[config.mk]
export PLATFORM = sky130hd
export DESIGN_NAME = pong_game_ctrl
export DESIGN_NICKNAME = d
export VERILOG_FILES = /design/src/rtl/pong_game_ctrl.sv
export SDC_FILE = /design/constraint.sdc
export NUM_CORES = 1
export LEC_CHECK = 0
export CORE_MARGIN = 2
export CORE_UTILIZATION = 51
export DETAILED_ROUTE_END_ITERATION = 8
export PLACE_DENSITY = 0.78
export SLEW_MARGIN = 20
export SYNTH_ARGS = -nofsm -noshare
export SYNTH_HDL_FRONTEND = slang
export SYNTH_SLANG_ARGS = --single-unit
[constraint.sdc]
create_clock -name clk -period 2.45 [get_ports clk]
set_input_delay 0.245 -clock clk [delete_from_list [all_inputs] [get_ports clk]]
set_output_delay 0.245 -clock clk [all_outputs]
set_load 0.02 [all_outputs]
[src/rtl/pong_game_ctrl.sv]
// Pong game-sequencing controller: play/pause state machine, BCD score,
// remaining-ball count and frame-counted pause timer. All outputs registered.
module pong_game_ctrl #(
  parameter int unsigned N_BALLS      = 3,
  parameter int unsigned TIMER_FRAMES = 120,
  parameter int unsigned TIMER_W      = 7
) (
  input  logic       clk,
  input  logic       reset,
  input  logic       refr_tick,
  input  logic [1:0] btn,
  input  logic       hit,
  input  logic       miss,
  output logic       graph_still,
  output logic       ball_reload,
  output logic [3:0] score_d1,
  output logic [3:0] score_d0,
  output logic [1:0] balls_left,
  output logic [1:0] state,
  output logic       timer_done
);

  typedef enum logic [1:0] {
    NEWGAME = 2'b00,
    PLAY    = 2'b01,
    NEWBALL = 2'b10,
    OVER    = 2'b11
  } state_e;

  state_e               state_q, state_d;
  logic [TIMER_W-1:0]   timer_q, timer_d;
  logic [3:0]           d1_q, d1_d, d0_q, d0_d;
  logic [1:0]           balls_q, balls_d;
  logic                 reload_d;
  logic                 still_q, reload_q, tdone_q;

  // Next-state, score, ball count and pause-timer computation
  always_comb begin
    state_d  = state_q;
    timer_d  = timer_q;
    d1_d     = d1_q;
    d0_d     = d0_q;
    balls_d  = balls_q;
    reload_d = 1'b0;

    // Free-running countdown; a load below overrides it in the same cycle
    if (refr_tick && (timer_q != '0)) begin
      timer_d = timer_q - 1'b1;
    end

    case (state_q)
      NEWGAME: begin
        if (btn != 2'b00) begin
          state_d  = PLAY;
          d1_d     = '0;
          d0_d     = '0;
          balls_d  = 2'(N_BALLS);
          reload_d = 1'b1;
        end
      end
      PLAY: begin
        if (hit) begin
          if (d0_q == 4'd9) begin
            d0_d = '0;
            d1_d = (d1_q == 4'd9) ? 4'd0 : d1_q + 4'd1;
          end else begin
            d0_d = d0_q + 4'd1;
          end
        end
        if (miss) begin
          timer_d = TIMER_W'(TIMER_FRAMES);
          if (balls_q > 2'd1) begin
            balls_d = balls_q - 2'd1;
            state_d = NEWBALL;
          end else begin
            balls_d = '0;
            state_d = OVER;
          end
        end
      end
      NEWBALL: begin
        if ((timer_q == '0) && (btn != 2'b00)) begin
          state_d  = PLAY;
          reload_d = 1'b1;
        end
      end
      OVER: begin
        if (timer_q == '0) begin
          state_d = NEWGAME;
        end
      end
      default: state_d = NEWGAME;
    endcase
  end

  // State and registered outputs; flags derive from next-state so they
  // change on the same edge as the state and timer they describe
  always_ff @(posedge clk or posedge reset) begin
    if (reset) begin
      state_q  <= NEWGAME;
      timer_q  <= '0;
      d1_q     <= '0;
      d0_q     <= '0;
      balls_q  <= 2'(N_BALLS);
      still_q  <= 1'b1;
      reload_q <= 1'b0;
      tdone_q  <= 1'b1;
    end else begin
      state_q  <= state_d;
      timer_q  <= timer_d;
      d1_q     <= d1_d;
      d0_q     <= d0_d;
      balls_q  <= balls_d;
      still_q  <= (state_d != PLAY);
      reload_q <= reload_d;
      tdone_q  <= (timer_d == '0);
    end
  end

  assign graph_still = still_q;
  assign ball_reload = reload_q;
  assign score_d1    = d1_q;
  assign score_d0    = d0_q;
  assign balls_left  = balls_q;
  assign state       = state_q;
  assign timer_done  = tdone_q;

endmodule

# Yosys cells after proc, flatten, opt, wreduce, memory -nomap -nowiden

Cells that the tools add are included.

Divide/modulo/power cells: 0
Muxes and demuxes: 24
Shift-type cells: 0
Multipliers: 0
Reductions and logical operators: 11
Bitwise operators: 0
Magnitude comparators: 1
$add $sub $neg: 4
Equality and inequality tests: 10

Operator list:

| operator                                               | count |
|---|---|
| 2-to-1 mux 4 bit                                       | 6 |
| 2-to-1 mux 7 bit                                       | 3 |
| case mux 4 bit (2 select lines)                        | 2 |
| zero test 7 bit                                        | 2 |
| 2-to-1 mux 2 bit                                       | 7 |
| adder 4 x 1 -> 4 bit (second input constant)           | 2 |
| equality test 4 bit (second input constant)            | 2 |
| inequality test 2 bit (second input constant)          | 4 |
| case mux 2 bit (4 select lines)                        | 1 |
| nonzero test 7 bit                                     | 1 |
| subtractor 7 x 1 -> 7 bit (second input constant)      | 1 |
| AND reduction 3 bit                                    | 2 |
| equality test 2 bit (second input constant)            | 2 |
| case mux 2 bit (2 select lines)                        | 1 |
| AND reduction 4 bit                                    | 1 |
| nonzero test 2 bit                                     | 2 |
| 2-to-1 mux 1 bit                                       | 3 |
| equality test 2 x 1 -> 1 bit (second input constant)   | 1 |
| > comparator 2 x 1 -> 1 bit (second input constant)    | 1 |
| logical AND 1 bit                                      | 2 |
| zero test 2 bit                                        | 1 |
| inequality test 2 x 1 -> 1 bit (second input constant) | 1 |
| case mux 1 bit (2 select lines)                        | 1 |
| subtractor 2 x 1 -> 2 bit (second input constant)      | 1 |

Bits in writable memories: 0
Input bits: 7
Register bits after elaboration: 22
Memories kept: 0
Bits in latches: 0
Memory bits (read-only): 0

# Longest topological paths before layout

Gate-level depths: netlist of the first run.

Word-level depth: 6
Depth in mapped cells: 8
Mapped depth without buffers: 7

# Worst setup path after synthesis of the first run

Ideal clock, no wire load.

Path type: register to register
From: reg timer_q[2]
To: reg tdone_q, in the netlist timer_done
Cell stages (with the launch flop): 7
Path slack: 582 ps
Arrival: 1778 ps
Path buffers: 1
Data required time: 2360 ps
Period minus slack after synthesis: 1868 ps
Cells stage by stage: dfrtp_1 or4_4 or2_1 buf_6 nor3b_1 a21o_1 nor4_2

Word-level cells in the longest chain between the ends: 6

RTL lines:

| element                                                                           | line | RTL |
|---|---|---|
| from (decl)                                                                       | 31   | `logic [TIMER_W-1:0] timer_q, timer_d;` |
| from (signal assigned)                                                            | 110  | `timer_q <= timer_d;` |
| parallel branches: the longest is 2 deep, another holds subtractor 7 x 1 -> 7 bit | -    |  |
| 2-to-1 mux 7 bit *                                                                | 47   | `if (refr_tick && (timer_q != '0)) begin` |
| 2-to-1 mux 7 bit                                                                  | 70   | `if (miss) begin` |
| 2-to-1 mux 7 bit *                                                                | 51   | `case (state_q)` |
| zero test 7 bit *                                                                 | 116  | `tdone_q <= (timer_d == '0);` |
| to (signal assigned)                                                              | 116  |  |
| to (decl)                                                                         | 35   | `logic still_q, reload_q, tdone_q;` |

Every way passes the cells marked *.
A chain may end at the register's enable or synchronous reset.

# Final worst setup path of the first run

Ends and elaborated chain as after synthesis.

==> impl.org, run 1 <==
** Status
- The run finished with clean final reports.

** CTS
- Post_cts resized :: 0
- CTS Buf Count :: 3
- Clock latency on the worst-skew pair :: 0.29 ns
- Clock tree from TritonCTS :: done
- After clock tree synthesis, the setup repair step added 0 buffers.
- CTS HTree Levels :: 1
- Clock input transition at the sequential cells of the worst setup and hold paths :: 0.12 ns
- Buffer levels on the longest clock path :: 2
- Hold buffer count at CTS :: 0
- Number of clock sinks seen by CTS :: 22
- Clock root buffer :: sky130_fd_sc_hd__clkbuf_4

** Final layout
- With fillers left out, the area of the finished cells amounts to 1450 sq um.
- The post-route netlist has under 10% of its cells at a drive strength greater than 1.
- The area growth from synthesis to layout is 21.7%.
- At the end of the flow the core is filled with cells to 65.7%.
- Net total in the final layout :: roughly 160
- Diode count :: 0

** Synthesis
- Syn Std Cell Area :: 1190 sq um
- Post-synth top cells :: 18 x sky130_fd_sc_hd__dfrtp_1, 15 x sky130_fd_sc_hd__nand2_1, 10 x sky130_fd_sc_hd__nor2_1, 10 x sky130_fd_sc_hd__o21ai_0
- Number of synthesized register bits :: 22
- In the post-synthesis netlist, the cell with the most instances is sky130_fd_sc_hd__dfrtp_1.
- Summed over all instances, the cell type with the most area after synthesis is sky130_fd_sc_hd__dfrtp_1.
- Unique masters post-synth :: 37
- Of the synthesized area, sequential elements account for 46.5%.
- For this run, the leading register cell type out of synthesis is sky130_fd_sc_hd__dfrtp_1.
- The share of synthesized area in the top cell type comes to 37.7%.
- Count of mapped cells out of synthesis :: roughly 130
- During synthesis, Yosys emitted a total of 0 warnings.
- After synthesis, the share of flip-flops with an asynchronous set or reset is 100%.
- Sorting the synthesized cells by area gives the leading types as sky130_fd_sc_hd__dfrtp_1 38%, sky130_fd_sc_hd__dfstp_2 8.8%, sky130_fd_sc_hd__ha_1 6.3%.
- Number of synthesized flops with an enable pin :: 0
- Mean Syn Cell Area :: 9.41 sq um
- Synth Net Count :: 140

** Timing
- Setup repair after global routing missed its margin :: false
- Post-route clock skew :: 0.00429 ns
- After layout, the worst path uses 82.8% of the clock period.
- Number of hold violations in the final report :: 0
- Setup_tns :: 0 ns
- The clock period could shrink to 2.03 ns.
- Least setup slack across all paths after layout :: 0.423 ns
- At the pin with the least slew margin, the transition time is 0.810 ns.
- Setup violations remaining at the end of the flow were counted as 0.
- Worst rel slew slack :: 46.0%
- Static timing analysis puts the maximum clock frequency at between 0.4 and 0.5 GHz.
- The number of pins with negative max-slew slack in the final report was 0.

** Detailed routing
- Before antenna repair, the detailed router went through 4 iterations.
- DRC viols :: 0
- Signal routing reaches up to met4.
- After detailed routing, the number of vias per cell comes to approximately 5.7.
- Routed metal-1 wirelength :: approximately 1100 um
- Detailed routing inserted a total of 999 vias.
- The detail route stage leaves a number of antenna-violating nets equal to 0.
- Drt first-iter violations :: 18
- Avg WL per Cell :: 13.2 um
- For this block, the routed nets add up to 2320 um of wire.
- Detailed routing placed a total of 1170 um of wire on met2.
- The routed design uses 65 um of met3 wire.

** Setup path
- Element type at the critical path start :: flop
- STA classifies the critical path endpoint as a flop.
- The most critical setup path has its startpoint at timer_q[2].
- At the worst endpoint, the arrival time is about 2.2 ns.
- Startpoint of the worst register-to-register path :: timer_q[2]
- Among cell families on the critical path, the largest total delay comes from simple AND/OR/NAND/NOR gates.
- Master of the slowest instance on the critical path :: sky130_fd_sc_hd__or4_4
- Crit path max fanout :: 10
- Number of buffer and inverter stages on the critical path :: 0
- The signal on the critical path passes through or4_4 > or2_1 > nor3b_1 > a21o_1 > nor4_2.
- Data required, critical path :: 2.66 ns
- By startpoint and endpoint, the worst setup path is classified as reg2reg.
- For this run, the slowest stage of the critical path takes 0.56 ns.

** Global route
- The via count of the first global-routing pass was 910.
- The first global-routing pass estimated 3770 um of wire.
- Global routing used roughly 18% of the available tracks across all layers.
- Entering global routing, the biggest net connects 23 pins.
- Gr ovfl total :: 0
- Antenna violations before repair :: 0

** Floorplan
- Measured along the y axis, the die boundary spans 52.4 um.
- The initialized floorplan defines 17 standard-cell rows.
- Area of the die :: 2750 sq um
- Initial standard-cell utilization of the core :: 54.0%
- Count of boundary I/O pins :: 22
- The floorplan step set the die width to 52.4 um.
- Area of the core region :: 2210 sq um

** Placed design
- Post-Place Cell Area :: roughly 1400 sq um
- Input and output buffers added on the ports amount to 21.
- At the end of routability-driven placement, the weighted congestion stood at 0.805.
- Timing analysis after detailed placement gives a worst setup slack of 0.460 ns.
- Placed wire-length estimate after detailed placement :: 1770 um

** Pwr
- Leakage component of the power :: 0.585 nW
- After layout, the design draws a total of ~0.0014 W.
- Across the VDD grid, the largest voltage drop is 0.000564 V.
- Power spread over the standard cell area amounts to 938 nW/um^2.

** Run
- Max Cap Viol :: 0

** Worst hold path
- In this run the worst hold path is classified as in2async.
==> metal layers <==
metal / track usage [%] / vias to the layer above
met1: 23.3 / 485
met3: 3.71 / 2
met4: 3.85 / 0
li1: - / 496
met2: 32.1 / 16
met5: 0 / -
==> worst paths after layout <==
kind                            cells after the start           to  slack (ns)
max in group asynchronous                           2  score_d1[3]        1.56
worst max register to register                      5   timer_done        0.42
worst min register to register                      1  score_d1[3]        0.52
worst max-delay path                                5   timer_done        0.42
worst min-delay path                                2   timer_q[6]        0.40
min in group clk                                    1  score_d1[3]        0.52
==> power breakdown <==
part / internal, W / leakage, nW / switching [W] / total, W
clock: 0.0000904 / 0.0210 / 0.000101 / 0.000192
combinational: 0.000260 / 0.298 / 0.000306 / 0.000566
sequential: 0.000476 / 0.266 / 0.000130 / 0.000607
total: 0.000826 / 0.585 / 0.000538 / 0.00136
==> cells in the final DEF (no fill, tap or decap), drive strengths merged, types with 2 or more instances in the layout <==
master         Yosys  final
a21boi             2      2
a21o               3      3
clkbuf             3      4
nand3              4      4
o31ai              4      4
nand4              3      3
nor4               2      2
nand2b             6      6
ha                 6      6
o2111ai            2      2
nor2              10     10
o21ai             11     11
clkdlybuf4s50      0     21
nand2             15     15
or4                2      2
nand3b             3      3
a21oi              4      4
inv                5      5
nor3               4      4
dfrtp             18     18
dfstp              4      4
nor2b              2      2
and3               2      2
==> worst reg2reg max path: stages, from the launching register on <==
cell and delay (ns):
sky130_fd_sc_hd__dfrtp_1 0.46, sky130_fd_sc_hd__or4_4 0.56, sky130_fd_sc_hd__or2_1 0.36, sky130_fd_sc_hd__nor3b_1 0.20
sky130_fd_sc_hd__a21o_1 0.17, sky130_fd_sc_hd__nor4_2 0.20
==> logic make-up after synthesis <==
logic type / share of synthesized area [%]
AO/OA/AOI/OAI: 16.3
XOR/XNOR: 1.47
adder cells (fa/ha/maj): 6.28
buffers and inverters: 3.46
flip-flops: 46.5
AND/OR/NAND/NOR: 26.0
==> area by class of cell <==
| class | instances | area, sq um |
|---|---|---|
| Sequential cell | 22 | 556 |
| Multi-Input combinational cell | 96 | 598 |
| Clock buffer | 4 | 36.3 |
| Fill cell | 193 | 758 |
| Timing Repair Buffer | 21 | 210 |
| Inverter | 5 | 18.8 |
| Tap cell | 28 | 35.0 |
==> through the flow <==
stage	hold slack, ns	instances
4_1_cts	0.418	176
3_5_place_dp	0.507	172
3_3_place_gp	0.504	172
2_1_floorplan	0.231	127
6_report	0.396	176
5_1_grt	0.491	176
==> state kept, by name, indices dropped and copies added, names as in the netlist <==
signal	cells
timer_q	7
score_d0	4
score_d1	4
balls_left	2
state	2
ball_reload	1
graph_still	1
timer_done	1
Power figures use the tool's default switching activity.
==> inputs of run 2 (changes only) <==
- clock period: 2.45 -> 2.1 ns (I/O delays scaled with it)
==> impl.org, run 2 (synthesized netlist as in run 1, its figures left out) <==
** Status
- Outcome :: completed

** Setup path
- The register-to-register path setup slack is 0.17 ns (-0.26 ns).
- The maximum fanout along the worst path was 10 (unchanged).
- Reg2Reg Capture Point :: timer_done
- Arrival time at the worst endpoint :: 2.15 ns (-0.09 ns)
- Type of the setup path with the least slack :: reg2reg
- The depth of the worst register-to-register path is 5 (unchanged).
- Number of buffer and inverter stages on the critical path :: 0 (unchanged)
- Element type at the critical path start :: flop
- Startpoint of the worst register-to-register path :: timer_q[2]
- Cell class contributing the biggest share of worst-path delay :: simple AND/OR/NAND/NOR gates
- CP cell instances :: or4_4 > or2_4 > nor3b_1 > a21o_1 > nor4_2
- Data required, critical path :: 2.31 ns (-0.35 ns)
- The slowest stage of the critical path is the sky130_fd_sc_hd__or4_4 cell.
- The maximum cell stage delay along the critical path is 0.57 ns (about the same).
- STA classifies the critical path endpoint as a flop.

** Pwr
- The proportion of power drawn by combinational gates is 41.9% (+0.4 points).
- Leakage component of the power :: 0.597 nW (+2.0%)
- The maximum vdd ir drop was 0.000744 V (+32%).
- The clock group share of total power is 13.9% (-0.2 points).
- Internal power of the cells :: 0.000974 W (+18%)
- Switching portion of total power :: 39.2% (-0.19 points)
- The power per unit of standard cell area came to 1090 nW/um^2 (+16%).
- Final Power :: 0.00160 W (+18%)
- Psw :: 0.000629 W (+17%)
- The register share of total power is 44.3% (-0.2 points).

** Detailed routing
- Antenna Nets Post-Route :: 0 (unchanged)
- The routed wire length came to 2330 um (+0.60%).
- Total number of vias :: 1003 (+0.40%)
- Drt first-iter violations :: 17 (-1)
- The number of design rule violations left after detail routing came to 0 (unchanged).
- The average vias per placed instance came to 5.63 (-0.73%).
- The detailed-router iteration count before antenna repair came to 4 (unchanged).
- The routed wirelength normalized by instance count is 13.1 um (-0.53%).

** CTS
- Clock latency on the worst-skew pair :: 0.29 ns (about the same)
- Number of clock sinks seen by CTS :: 22 (unchanged)
- The maximum level of the CTS H-tree is 1 (unchanged).
- Clock root buffer :: sky130_fd_sc_hd__clkbuf_4
- Hold buffer count at CTS :: 0 (unchanged)
- The number of CTS-inserted buffers was 3 (unchanged).
- The clock-pin slew on the worst setup and hold paths came to 0.11 ns (about the same).
- Buffer levels on the longest clock path :: 2 (unchanged)
- TritonCTS built the clock tree.

** Final layout
- In the layout the commonest cells are 21 x sky130_fd_sc_hd__clkdlybuf4s50_1, 18 x sky130_fd_sc_hd__dfrtp_1, 15 x sky130_fd_sc_hd__nand2_1, 10 x sky130_fd_sc_hd__o21ai_0, 10 x sky130_fd_sc_hd__nor2_1.
- The number of antenna cells inserted was 0 (unchanged).
- The share of layout cells above drive strength 1 came to 9.33% (+1.9 points).
- Core occupancy in the finished layout :: 66.5% (+0.79 points)
- The number of flip-flops in the largest register was 7 (unchanged).
- The number of filler cells placed in the layout was 183 (-5.2%).
- Register name with the most flops :: timer_q
- Relative to the synthesized area, the layout overhead comes to 23.1%.
- Net total in the final layout :: 164 (+1.2%)
- Leaving out fill and tap cells, the most frequent cell in the layout is sky130_fd_sc_hd__clkdlybuf4s50_1.

** Floorplan
- Area of the die :: 2750 sq um (unchanged)
- The initial core utilization was 54.0% (unchanged).
- Height of the chip :: 52.4 um (unchanged)
- Area of the core region :: 2210 sq um (unchanged)
- The I/O pin total was 22 (unchanged).
- The horizontal die dimension came to 52.4 um (unchanged).
- Std-Cell Rows :: 17 (unchanged)

** Run
- Max Cap Viol :: 0 (unchanged)

** Global route
- The via count of the first global-routing pass came to 943 (+3.6%).
- The largest net degree at the start of global routing came to 23 (unchanged).
- The overall fraction of global-route tracks in use was 18.8% (+0.48 points).
- The number of antenna violations at the first check in global routing is 0 (unchanged).
- The remaining global-route overflow came to 0 (unchanged).
- The wire length of the first global-routing pass came to 3860 um (+2.4%).

** Timing
- FMAX :: 0.517 GHz (+4.9%)
- Period minus WS final :: 1.93 ns (-0.0939 ns)
- The worst-case headroom to the max-slew limit is 68.6% (+23 points).
- Setup repair after global routing left no endpoint under its margin.
- Post-route clock skew :: 0.00377 ns (-0.000524 ns)
- The number of pins with negative max-slew slack in the final report came to 0 (unchanged).
- Least setup slack across all paths after layout :: 0.166 ns (-0.256 ns)
- Final worst path period share :: 92.1% (+9.3 points)
- Final setup vio count :: 0 (unchanged)
- The final sum of negative setup slack is 0 ns (unchanged).
- The post-route worst hold slack is 0.237 ns (-0.158 ns).
- Number of hold violations in the final report :: 0 (unchanged)
- The slew at the pin with the worst max-slew slack came to 0.470 ns (-0.340 ns).

** Placed design
- Placer congestion estimate :: 0.791 (-1.7%)
- The half-perimeter wire length after detailed placement came to 1740 um (-1.4%).
- Pre-CTS setup slack :: 0.105 ns (-0.355 ns)
- Port Buffers :: 21 (unchanged)

** Worst hold path
- Path type of the worst min-delay path :: in2async
-- run 2: changes by cell type in the layout (fill, tap and decap cells not counted) --
| cell | delta |
|---|---|
| sky130_fd_sc_hd__or2_1 | -1 |
| sky130_fd_sc_hd__buf_4 | +2 |
| sky130_fd_sc_hd__or2_4 | +1 |
-- run 2: per-stage QoR --
step	area [sq um]	cells
2_1_floorplan	1190	127
3_3_place_gp	1430	174
3_5_place_dp	1430	174
4_1_cts	1470	178
5_1_grt	1470	178
6_report	1470	178
-- run 2: worst max-delay path by stage --
| stage | start | endpoint | slack (ns) | cells past startpoint |
|---|---|---|---|---|
| floorplan | timer_q[2] | timer_done | 0.23 | 6 |
| global placement | timer_q[2] | timer_done | 0.17 | 5 |
| detailed placement | timer_q[2] | timer_done | 0.11 | 5 |
| CTS | timer_q[2] | timer_done | 0.07 | 5 |
| global route | timer_q[2] | timer_done | 0.08 | 5 |
| finish | timer_q[2] | timer_done | 0.17 | 5 |
-- run 2: what timing repair did --
item	CTS	global route
setup buffers	0	0
setup endpoints to repair	0	1
resized for setup	0	1
-- run 2: worst min-delay path, cell delays in order --
cell                              delay (ns)
sky130_fd_sc_hd__clkdlybuf4s50_1        0.40
sky130_fd_sc_hd__inv_1                  0.05
sky130_fd_sc_hd__buf_4                  0.27
-- run 2: per-layer routing --
layer | track usage (%) | wire (um)
met5 | 0 | 0
met2 | 31.0 | 1150
met1 | 25.2 | 1110
met4 | 6.41 | 9
met3 | 2.86 | 58
-- run 2: layout make-up --
| cell class | instances | area, sq um | share of cell area, % |
|---|---|---|---|
| multi-input combinational | 96 | 601 | 40.8 |
| timing repair buffer | 23 | 225 | 15.3 |
| sequential | 22 | 556 | 37.8 |
| inverter | 5 | 18.8 | 1.28 |
| clock buffer | 4 | 36.3 | 2.47 |
| tap | 28 | 35.0 | 2.38 |
-- run 2: power by group through the flow --
stage	clock network, W	logic, W	registers, W
floorplan	0	0.000413	0.000732
CTS	0.000231	0.000676	0.000707
detailed placement	0	0.000670	0.000715
global placement	0	0.000656	0.000705
global route	0.000248	0.000745	0.000733
finish	0.000222	0.000671	0.000710
